File: config.mk
export PLATFORM = sky130hd
export DESIGN_NAME = rom_burst_reader
export DESIGN_NICKNAME = d
export VERILOG_FILES = /design/src/rtl/rom_reader_pkg.sv /design/src/rtl/rom_reader_fifo2.sv /design/src/rtl/rom_burst_reader.sv
export SDC_FILE = /design/constraint.sdc
export NUM_CORES = 1
export LEC_CHECK = 0
export ABC_CLOCK_PERIOD_IN_PS = 2700
export BUFFER_PORTS_ARGS = -buffer_cell sky130_fd_sc_hd__buf_2
export CAP_MARGIN = 15
export CORE_ASPECT_RATIO = 1.25
export CORE_MARGIN = 1.5
export CORE_UTILIZATION = 55
export CTS_BUF_LIST = sky130_fd_sc_hd__clkbuf_16
export CTS_CLUSTER_SIZE = 30
export DETAILED_ROUTE_END_ITERATION = 7
export MAX_ROUTING_LAYER = met4
export PLACE_DENSITY = 0.79
export SLEW_MARGIN = 0
export SYNTH_ARGS = -nofsm -noshare
export SYNTH_HDL_FRONTEND = slang
export SYNTH_SLANG_ARGS = --single-unit
File: constraint.sdc
create_clock -name clk -period 2.7 [get_ports clk]
set_input_delay 0.135 -clock clk [delete_from_list [all_inputs] [get_ports clk]]
set_output_delay 0.135 -clock clk [all_outputs]
set_load 0.01 [all_outputs]
File: src/rtl/rom_reader_pkg.sv
// rom_reader_pkg
//   Shared definitions for the ROM burst reader slice.
//   - state_e           : burst FSM states (IDLE, FETCH, DRAIN)
//   - DEF_* localparams : default values for the reader parameters
//   - FIFO_DEPTH        : number of entries in the output word FIFO
package rom_reader_pkg;

  localparam int DEF_ADDR_WIDTH = 15;
  localparam int DEF_DATA_WIDTH = 8;
  localparam int DEF_PACK       = 4;
  localparam int DEF_LEN_WIDTH  = 8;
  localparam int FIFO_DEPTH     = 2;

  typedef enum logic [1:0] {
    IDLE  = 2'd0,
    FETCH = 2'd1,
    DRAIN = 2'd2
  } state_e;

endpackage

File: src/rtl/rom_reader_fifo2.sv
// rom_reader_fifo2
//   Two-entry valid/ready FIFO holding assembled output words.
//   Ports:
//     clk          in   clock, rising edge
//     RESETn       in   asynchronous active-low reset (empties FIFO, zeroes storage)
//     push_valid_i in   write one entry this clock (caller guarantees room)
//     push_data_i  in   entry to write
//     pop_valid_o  out  head entry is valid
//     pop_ready_i  in   consumer takes the head entry
//     pop_data_o   out  head entry, stable until popped
//     count_o      out  current occupancy (0..2)
module rom_reader_fifo2 #(
  parameter int WIDTH = 33
) (
  input  logic             clk,
  input  logic             RESETn,
  input  logic             push_valid_i,
  input  logic [WIDTH-1:0] push_data_i,
  output logic             pop_valid_o,
  input  logic             pop_ready_i,
  output logic [WIDTH-1:0] pop_data_o,
  output logic [1:0]       count_o
);

  logic [WIDTH-1:0] mem_q [2];
  logic             wr_ptr_q;
  logic             rd_ptr_q;
  logic [1:0]       count_q;
  logic             pop;

  assign pop         = pop_ready_i && (count_q != 2'd0);
  assign pop_valid_o = (count_q != 2'd0);
  assign pop_data_o  = mem_q[rd_ptr_q];
  assign count_o     = count_q;

  // Storage and pointers. A push and a pop in the same clock leave the
  // occupancy unchanged; storage is zeroed on reset so the head reads 0.
  always_ff @(posedge clk or negedge RESETn) begin
    if (!RESETn) begin
      mem_q[0] <= '0;
      mem_q[1] <= '0;
      wr_ptr_q <= 1'b0;
      rd_ptr_q <= 1'b0;
      count_q  <= 2'd0;
    end else begin
      if (push_valid_i) begin
        mem_q[wr_ptr_q] <= push_data_i;
        wr_ptr_q        <= ~wr_ptr_q;
      end
      if (pop) begin
        rd_ptr_q <= ~rd_ptr_q;
      end
      case ({push_valid_i, pop})
        2'b10:   count_q <= count_q + 2'd1;
        2'b01:   count_q <= count_q - 2'd1;
        default: count_q <= count_q;
      endcase
    end
  end

endmodule

File: src/rtl/rom_burst_reader.sv
// rom_burst_reader
//   Reads len*PACK consecutive ROM words starting at base_addr and packs
//   every PACK of them into one output word delivered over valid/ready.
//   Ports:
//     clk        in   clock, rising edge
//     RESETn     in   asynchronous active-low reset, abandons any burst
//     req        in   burst request, sampled only while idle
//     base_addr  in   first ROM address (sampled with req)
//     len        in   number of output words (sampled with req, 0 = no-op)
//     idle       out  high when a request can be accepted
//     rom_cen    out  ROM read enable
//     rom_addr   out  ROM read address
//     rom_data   in   ROM data, valid one clock after rom_cen
//     out_valid  out  output word valid
//     out_ready  in   output word accepted
//     out_data   out  packed output word
//     out_last   out  final word of the burst
//     done       out  one-clock pulse at burst completion
//   Build option: define ROM_READER_BIG_ENDIAN_EN to place the first ROM
//   word of each output word in the MSBs (default: in the LSBs).
module rom_burst_reader
  import rom_reader_pkg::*;
#(
  parameter int ADDR_WIDTH = DEF_ADDR_WIDTH,
  parameter int DATA_WIDTH = DEF_DATA_WIDTH,
  parameter int PACK       = DEF_PACK,
  parameter int LEN_WIDTH  = DEF_LEN_WIDTH
) (
  input  logic                       clk,
  input  logic                       RESETn,
  input  logic                       req,
  input  logic [ADDR_WIDTH-1:0]      base_addr,
  input  logic [LEN_WIDTH-1:0]       len,
  output logic                       idle,
  output logic                       rom_cen,
  output logic [ADDR_WIDTH-1:0]      rom_addr,
  input  logic [DATA_WIDTH-1:0]      rom_data,
  output logic                       out_valid,
  input  logic                       out_ready,
  output logic [PACK*DATA_WIDTH-1:0] out_data,
  output logic                       out_last,
  output logic                       done
);

  localparam int               WORD_W   = PACK * DATA_WIDTH;
  localparam int               IDX_W    = $clog2(PACK);
  localparam logic [IDX_W-1:0] LAST_IDX = IDX_W'(PACK - 1);

  state_e                 state_q, state_d;
  logic [ADDR_WIDTH-1:0]  addr_q;
  logic [LEN_WIDTH-1:0]   issue_left_q;
  logic [LEN_WIDTH-1:0]   push_left_q;
  logic [IDX_W-1:0]       issue_idx_q;
  logic [IDX_W-1:0]       cap_idx_q;
  logic [IDX_W-1:0]       slot;
  logic                   cap_valid_q;
  logic [1:0]             open_q;
  logic [WORD_W-1:0]      buf_q;
  logic [WORD_W-1:0]      word_d;
  logic                   done_q;
  logic [2:0]             committed;
  logic                   accept, zero_req;
  logic                   issue_first, issue_last;
  logic                   push, push_last, pop_last_fire;
  logic [1:0]             fifo_count;
  logic [WORD_W:0]        pop_word;

  assign accept    = (state_q == IDLE) && req && (len != '0);
  assign zero_req  = (state_q == IDLE) && req && (len == '0);
  assign idle      = (state_q == IDLE);
  assign rom_addr  = addr_q;
  assign done      = done_q;

  // A word is reserved when its first read issues: FIFO entries plus words
  // still being assembled must leave room for it. Later reads of the same
  // word are always allowed, so no issued read can ever be dropped.
  assign committed   = {1'b0, fifo_count} + {1'b0, open_q};
  assign rom_cen     = (state_q == FETCH) &&
                       ((issue_idx_q != '0) || (committed <= 3'd1));
  assign issue_first = rom_cen && (issue_idx_q == '0);
  assign issue_last  = rom_cen && (issue_idx_q == LAST_IDX);

  assign push          = cap_valid_q && (cap_idx_q == LAST_IDX);
  assign push_last     = (push_left_q == LEN_WIDTH'(1));
  assign pop_last_fire = out_valid && out_ready && out_last;

  // Merge the byte arriving this clock into the partial word; on the final
  // byte this is the complete word pushed into the FIFO.
  always_comb begin
`ifdef ROM_READER_BIG_ENDIAN_EN
    slot = LAST_IDX - cap_idx_q;
`else
    slot = cap_idx_q;
`endif
    word_d = buf_q;
    word_d[slot*DATA_WIDTH +: DATA_WIDTH] = rom_data;
  end

  // Burst FSM: FETCH until the last read issues, DRAIN until the last word
  // leaves the output.
  always_comb begin
    state_d = state_q;
    case (state_q)
      IDLE:    if (accept) state_d = FETCH;
      FETCH:   if (issue_last && (issue_left_q == LEN_WIDTH'(1))) state_d = DRAIN;
      DRAIN:   if (pop_last_fire) state_d = IDLE;
      default: state_d = IDLE;
    endcase
  end

  always_ff @(posedge clk or negedge RESETn) begin
    if (!RESETn) begin
      state_q <= IDLE;
    end else begin
      state_q <= state_d;
    end
  end

  // Address/issue counters, capture pipeline and word assembly. Reset clears
  // cap_valid_q so a read in flight at reset is never captured.
  always_ff @(posedge clk or negedge RESETn) begin
    if (!RESETn) begin
      addr_q       <= '0;
      issue_left_q <= '0;
      push_left_q  <= '0;
      issue_idx_q  <= '0;
      cap_idx_q    <= '0;
      cap_valid_q  <= 1'b0;
      open_q       <= 2'd0;
      buf_q        <= '0;
      done_q       <= 1'b0;
    end else begin
      cap_valid_q <= rom_cen;
      done_q      <= zero_req || pop_last_fire;
      case ({issue_first, push})
        2'b10:   open_q <= open_q + 2'd1;
        2'b01:   open_q <= open_q - 2'd1;
        default: open_q <= open_q;
      endcase
      if (accept) begin
        addr_q       <= base_addr;
        issue_left_q <= len;
        push_left_q  <= len;
        issue_idx_q  <= '0;
        cap_idx_q    <= '0;
      end else begin
        if (rom_cen) begin
          addr_q      <= addr_q + 1'b1;
          issue_idx_q <= issue_last ? '0 : issue_idx_q + 1'b1;
          if (issue_last) begin
            issue_left_q <= issue_left_q - 1'b1;
          end
        end
        if (cap_valid_q) begin
          cap_idx_q <= (cap_idx_q == LAST_IDX) ? '0 : cap_idx_q + 1'b1;
          buf_q     <= word_d;
        end
        if (push) begin
          push_left_q <= push_left_q - 1'b1;
        end
      end
    end
  end

  rom_reader_fifo2 #(
    .WIDTH(WORD_W + 1)
  ) u_fifo (
    .clk          (clk),
    .RESETn       (RESETn),
    .push_valid_i (push),
    .push_data_i  ({push_last, word_d}),
    .pop_valid_o  (out_valid),
    .pop_ready_i  (out_ready),
    .pop_data_o   (pop_word),
    .count_o      (fifo_count)
  );

  assign out_data = pop_word[WORD_W-1:0];
  assign out_last = pop_word[WORD_W];

endmodule

**Word level (Yosys, flattened, before mapping)**

Cells that the tools add are included.

- Register bits: 143
- Bits of input ports: 35
- Output and inout bits: 52
- Word-level logic and storage cells: 104

- $add $sub $neg: 11
- Magnitude comparators: 4
- Equal/unequal tests: 13
- Shift-type cells: 2
- Muxes and demuxes: 26
- Bitwise gates (word level): 5
- Reduce and logical (&&, ||, !) cells: 28

Operators by type and width:

| operator | number |
|---|---|
| 2-to-1 mux 33 bit | 4 |
| bitwise mux 66 bit | 1 |
| 2-to-1 mux 8 bit | 5 |
| negation 5 -> 34 bit | 1 |
| variable shift 8 x 34 -> 32 bit, first input constant | 1 |
| indexed part select 8 x 34 -> 32 bit | 1 |
| demux 33 bit (select 1 bit) | 1 |
| bitwise mux 32 bit | 1 |
| 2-to-1 mux 15 bit | 2 |
| 2-to-1 mux 2 bit | 9 |
| equality test 8 x 1 -> 1 bit, second input constant | 2 |
| nonzero test 2 bit | 8 |
| subtractor 8 x 1 -> 8 bit, second input constant | 2 |
| adder 15 x 1 -> 15 bit, second input constant | 1 |
| logical AND 1 bit | 11 |
| equality test 2 bit, second input constant | 5 |
| adder 2 x 1 -> 2 bit, second input constant | 4 |
| zero test 8 bit | 1 |
| case mux 2 bit (2 select lines) | 2 |
| nonzero test 8 bit | 1 |
| equality test 2 x 1 -> 1 bit, second input constant | 3 |
| case mux 2 bit (3 select lines) | 1 |
| >= comparator 2 bit, second input constant | 2 |
| zero test 2 bit | 2 |
| other kinds (11) | 18 |

**Logic depth before layout (Yosys ltp)**

- Depth in word-level cells: 8
- Mapped depth: 10
- Mapped depth without buffers: 10

**Cells and area by module**

A second synthesis with hierarchy kept.

- Cell total of the unflattened synthesis: 631
- Area total of the unflattened synthesis: 7238.2 µm²

By module, submodules not included:

| module | instances | cells an instance | area each (µm²) | seq. area each (µm²) |
|---|---|---|---|---|
| rom_burst_reader | 1 | 440 | 4190.3 | 1826.8 |
| rom_reader_fifo2 | 1 | 191 | 3047.9 | 1751.7 |

**Worst setup path before layout**

No wires, ideal clock.

- Kind: reg-to-reg
- Start point: reg u_fifo.count_q[0], in the netlist u_fifo.count_o[0]
- End point: reg addr_q[3], in the netlist rom_addr[3]
- Library setup time: 126 ps
- Arrival time: 2428 ps
- Required time: 2574 ps
- Slack: 146 ps
- Stages on the path, launching flop included: 8
- Buffers on the path: 0
- Period minus slack after synthesis: 2554 ps
- Cells stage by stage: dfrtp_1 -> ha_1 -> inv_1 -> fa_1 -> a21boi_0 -> nor2_1 -> mux2_2 -> a221o_1

- Word-level cells in the longest chain between the ends: 5

Ends and longest elaborated chain:

| item | RTL line | text |
|---|---|---|
| from (decl) | rom_reader_fifo2.sv:28 | `logic [1:0] count_q;` |
| from (signal assigned) | rom_reader_fifo2.sv:54 | `2'b10: count_q <= count_q + 2'd1;` |
| from (signal assigned) | rom_reader_fifo2.sv:55 | `2'b01: count_q <= count_q - 2'd1;` |
| from (signal assigned) | rom_reader_fifo2.sv:56 | `default: count_q <= count_q;` |
| adder 2 x 2 -> 3 bit | rom_burst_reader.sv:77 | `assign committed = {1'b0, fifo_count} + {1'b0, open_q};` |
| <= comparator 3 x 1 -> 1 bit | rom_burst_reader.sv:79 | `((issue_idx_q != '0) \|\| (committed <= 3'd1));` |
| logical OR 1 bit | rom_burst_reader.sv:79 |  |
| logical AND 1 bit | rom_burst_reader.sv:78 | `assign rom_cen = (state_q == FETCH) &&` |
| named net rom_cen | rom_burst_reader.sv:35 | `output logic rom_cen,` |
| nonzero test 2 bit (no source line) | n/a |  |
| to (signal assigned) | rom_burst_reader.sv:141 | `addr_q <= base_addr;` |
| to (signal assigned) | rom_burst_reader.sv:148 | `addr_q <= addr_q + 1'b1;` |
| to (decl) | rom_burst_reader.sv:50 | `logic [ADDR_WIDTH-1:0] addr_q;` |

The timed path passes the listed nets, and every way through them passes these cells.
A chain may end at the register's enable or synchronous reset.

**Worst setup path after layout**

- Start point: reg open_q[0]
- End point: reg addr_q[10], in the netlist rom_addr[10]

- Word-level cells in the longest chain between the ends: 5

Ends and longest elaborated chain:

| item | RTL line | text |
|---|---|---|
| from (decl) | rom_burst_reader.sv:57 | `logic [1:0] open_q;` |
| from (signal assigned) | rom_burst_reader.sv:136 | `2'b10: open_q <= open_q + 2'd1;` |
| from (signal assigned) | rom_burst_reader.sv:137 | `2'b01: open_q <= open_q - 2'd1;` |
| from (signal assigned) | rom_burst_reader.sv:138 | `default: open_q <= open_q;` |
| adder 2 x 2 -> 3 bit | rom_burst_reader.sv:77 |  |
| <= comparator 3 x 1 -> 1 bit | rom_burst_reader.sv:79 |  |
| logical OR 1 bit | rom_burst_reader.sv:79 |  |
| logical AND 1 bit | rom_burst_reader.sv:78 |  |
| nonzero test 2 bit (no source line) | n/a |  |

No other way between the ends.

==> metrics.txt <==
clk sinks 143; CP Launch Type flop; I/O pin cnt 87; crit path kind reg2reg; core area 12,200 um^2; clock latency on the worst-skew pair 410 ps; pwr/cell area 1220 nW/um^2; routability cong. 0.889; Die Footprint 13,200 um^2; die width between 100 and 150 um; Detail Route Antenna Nets 0; initial core utilization 56.6%; Synth Flop Type dfrtp_1; Post-Route Setup TNS 0 ps; Area Growth Syn to Fin 20.0%; overall power 10,100 uW; EDFF count, synth 0; count of final max-slew check failures 0; Final Instance Area 8260 um^2; vias in the first global route 5,355; row count 45; Initial DRC Count 281; Leakage Power roughly 0.0038 uW; ant diodes 0; clock transition at the registers of the reported paths roughly 60 ps; final worst path period share a little over nine tenths; Reg2Reg Setup Slack 170 ps; cell area after placement between 7000 and 8000 um^2; HPWL Detailed 10.4 mm; DRC 0; r2r startpoint open_q[0]; H-Tree Depth 4; crit path capture rom_addr[10]; syn_area_per_cell slightly above 10 um^2; Seq cells post-synth 143; largest net degree at the start of global routing 96; DRT Wirelength 15.6 mm; Worst VDD drop 0.805 mV; Netlist cell types 52; run status completed; fin crit period 2530 ps; min-delay worst type in2reg; clk buf depth 2; clock root buffer clkbuf_16; TritonCTS buffer count 17; async set-reset flop share out of synthesis 100%; CTS tree built; First-pass DRT Iterations 5; final-report hold violation count 0; yosys warns 0; Mapped Area 6880 um^2; worst path arrival time 2850 ps; Setup-failing EPs final 0; Worst Max-Slew Pin Slew ~850 ps; Critical Path Source open_q[0]; Max Clock Skew about 10 ps; RR Endpoint rom_addr[10]; die height 128 um; first-pass GRT wire length 25.5 mm; Routed wire per std cell between 15 and 20 um; vias post-DR 5,478; Max Clk Rate 395 MHz; post-synthesis sequential area ratio 52.0%; Vias per Instance 5.75; Mapped Cells 682; Post-layout nets about 830; slew margin rel. 43.7%; RSZ-0062 raised after global routing no; hold slack 15.6 ps; Worst Reg-to-Reg Cells 8; Critical Path Fanout Max 6; post-route core utilization 67.9%; post-CTS setup buffers 0; GRT overflow 0; total track usage 25.8%; antenna violations before repair 0; share of post-route cells with drive strength above 1 22.2%; Synth Net Count around 730; Critical Path RT a little over 3000 ps; port bufs 86; Critical Path End Type flop; Max Cap Violations 0
routing by layer:
layer	vias up	track usage, %	part of all wire [%]	wire (um)
li1	2583	-	-	-
met1	2670	31.0	41	6410
met2	191	43.2	52	8110
met3	34	4.91	4.5	707
met4	0	9.30	2.4	369
met5	-	-	0	0
stage by stage:
| stage | setup WS, ps | instances |
|---|---|---|
| finish | 171 | 952 |
| global route | 81.3 | 952 |
| CTS | 27.4 | 952 |
| detailed placement | 133 | 904 |
| global placement | 198 | 904 |
| floorplan | 146 | 682 |
critical path: stages, from the launching register on:
cell and delay, ps:
dfrtp_1 400, ha_1 160, inv_1 40, fa_1 500, a21boi_0 100, buf_4 170
or3_4 400, or4_1 500, a31oi_1 170
flip-flops by register name (all words and copies together), names as in the netlist:
| name | cells |
|---|---|
| u_fifo.count_o | 2 |
| issue_left_q | 8 |
| done | 1 |
| rom_addr | 15 |
| cap_idx_q | 2 |
| issue_idx_q | 2 |
| buf_q | 32 |
| u_fifo.wr_ptr_q | 1 |
| state_q | 2 |
| cap_valid_q | 1 |
| open_q | 2 |
| u_fifo.rd_ptr_q | 1 |
| push_left_q | 8 |
| u_fifo.mem_q | 66 |
layout make-up:
class | count | area (um^2)
clock buffer | 17 | 425
fill | 963 | 3910
inverter | 20 | 75.1
timing repair buffer | 117 | 737
multi-input combinational | 477 | 3060
clock inverter | 14 | 175
tap | 164 | 205
sequential | 143 | 3580
layout by cell type, fill, tap and decap left out, types with 3 or more instances in the layout:
cell type	instances
a211oi_1	3
a21oi_1	41
a22o_1	32
a31oi_1	6
a32oi_1	3
and3_1	4
buf_2	85
buf_4	12
bufinv_16	4
clkbuf_16	17
clkinv_1	3
clkinvlp_4	3
dfrtp_1	143
dlygate4sd3_1	17
ha_1	16
inv_1	21
mux2_2	34
nand2_1	94
nand3_1	12
nand3b_1	3
nand4_1	6
nor2_1	20
nor2b_1	32
nor3_1	7
nor3b_1	3
nor4_1	11
o211ai_1	3
o21ai_0	86
or3_1	6
xnor2_1	19
xor2_1	4
what timing repair did:
action                     4_1_cts  5_1_grt
hold endpoints to repair       110        0
setup endpoints to repair        0        3
gates resized for setup          0        2
hold buffers                    17        0
worst min-delay path by stage:
stage	from	end	slack (ps)	cells after the start
after floorplan	RESETn	buf_q[0]	-160	0
after global placement	RESETn	u_fifo.mem_q[10]	260	1
after detailed placement	RESETn	u_fifo.mem_q[10]	270	1
after CTS	base_addr[11]	rom_addr[11]	9	3
after global routing	base_addr[11]	rom_addr[11]	30	3
final	base_addr[11]	rom_addr[11]	20	3
synth_stat cells (all sizes together) (4+ instances only):
library cell	instances	area [um^2]
xnor2	19	166
buf	6	42.5
dfrtp	143	3580
nor3b	4	41.3
nand4	6	37.5
nand3	12	60.1
nor2b	32	200
xor2	4	35.0
nor4	11	68.8
mux2	34	383
a31oi	6	37.5
nor3	8	45.0
clkbuf	36	135
nand2	94	353
or3	7	48.8
nor2	22	82.6
inv	20	75.1
ha	16	200
a22o	32	280
and3	4	25.0
o21ai	86	430
a21oi	41	205
cell families (layout without fill, tap and decap cells):
| group | count (synthesis) | after routing | synth area share [%] |
|---|---|---|---|
| simple gates | 216 | 216 | 16.1 |
| compound gates | 185 | 185 | 16.3 |
| flops | 143 | 143 | 52.0 |
| buf+inv | 62 | 168 | 3.67 |
| mux | 36 | 36 | 5.86 |
| xor+xnor | 23 | 23 | 2.93 |
| fa+ha+maj | 17 | 17 | 3.20 |
where the power goes:
| part | internal [uW] | switching (uW) | total [uW] |
|---|---|---|---|
| registers | 3060 | 692 | 3760 |
| logic | 1790 | 2150 | 3940 |
| clock network | 1520 | 862 | 2390 |
| total | 6380 | 3700 | 10100 |
No activity file was read; power rests on OpenSTA's default activity.
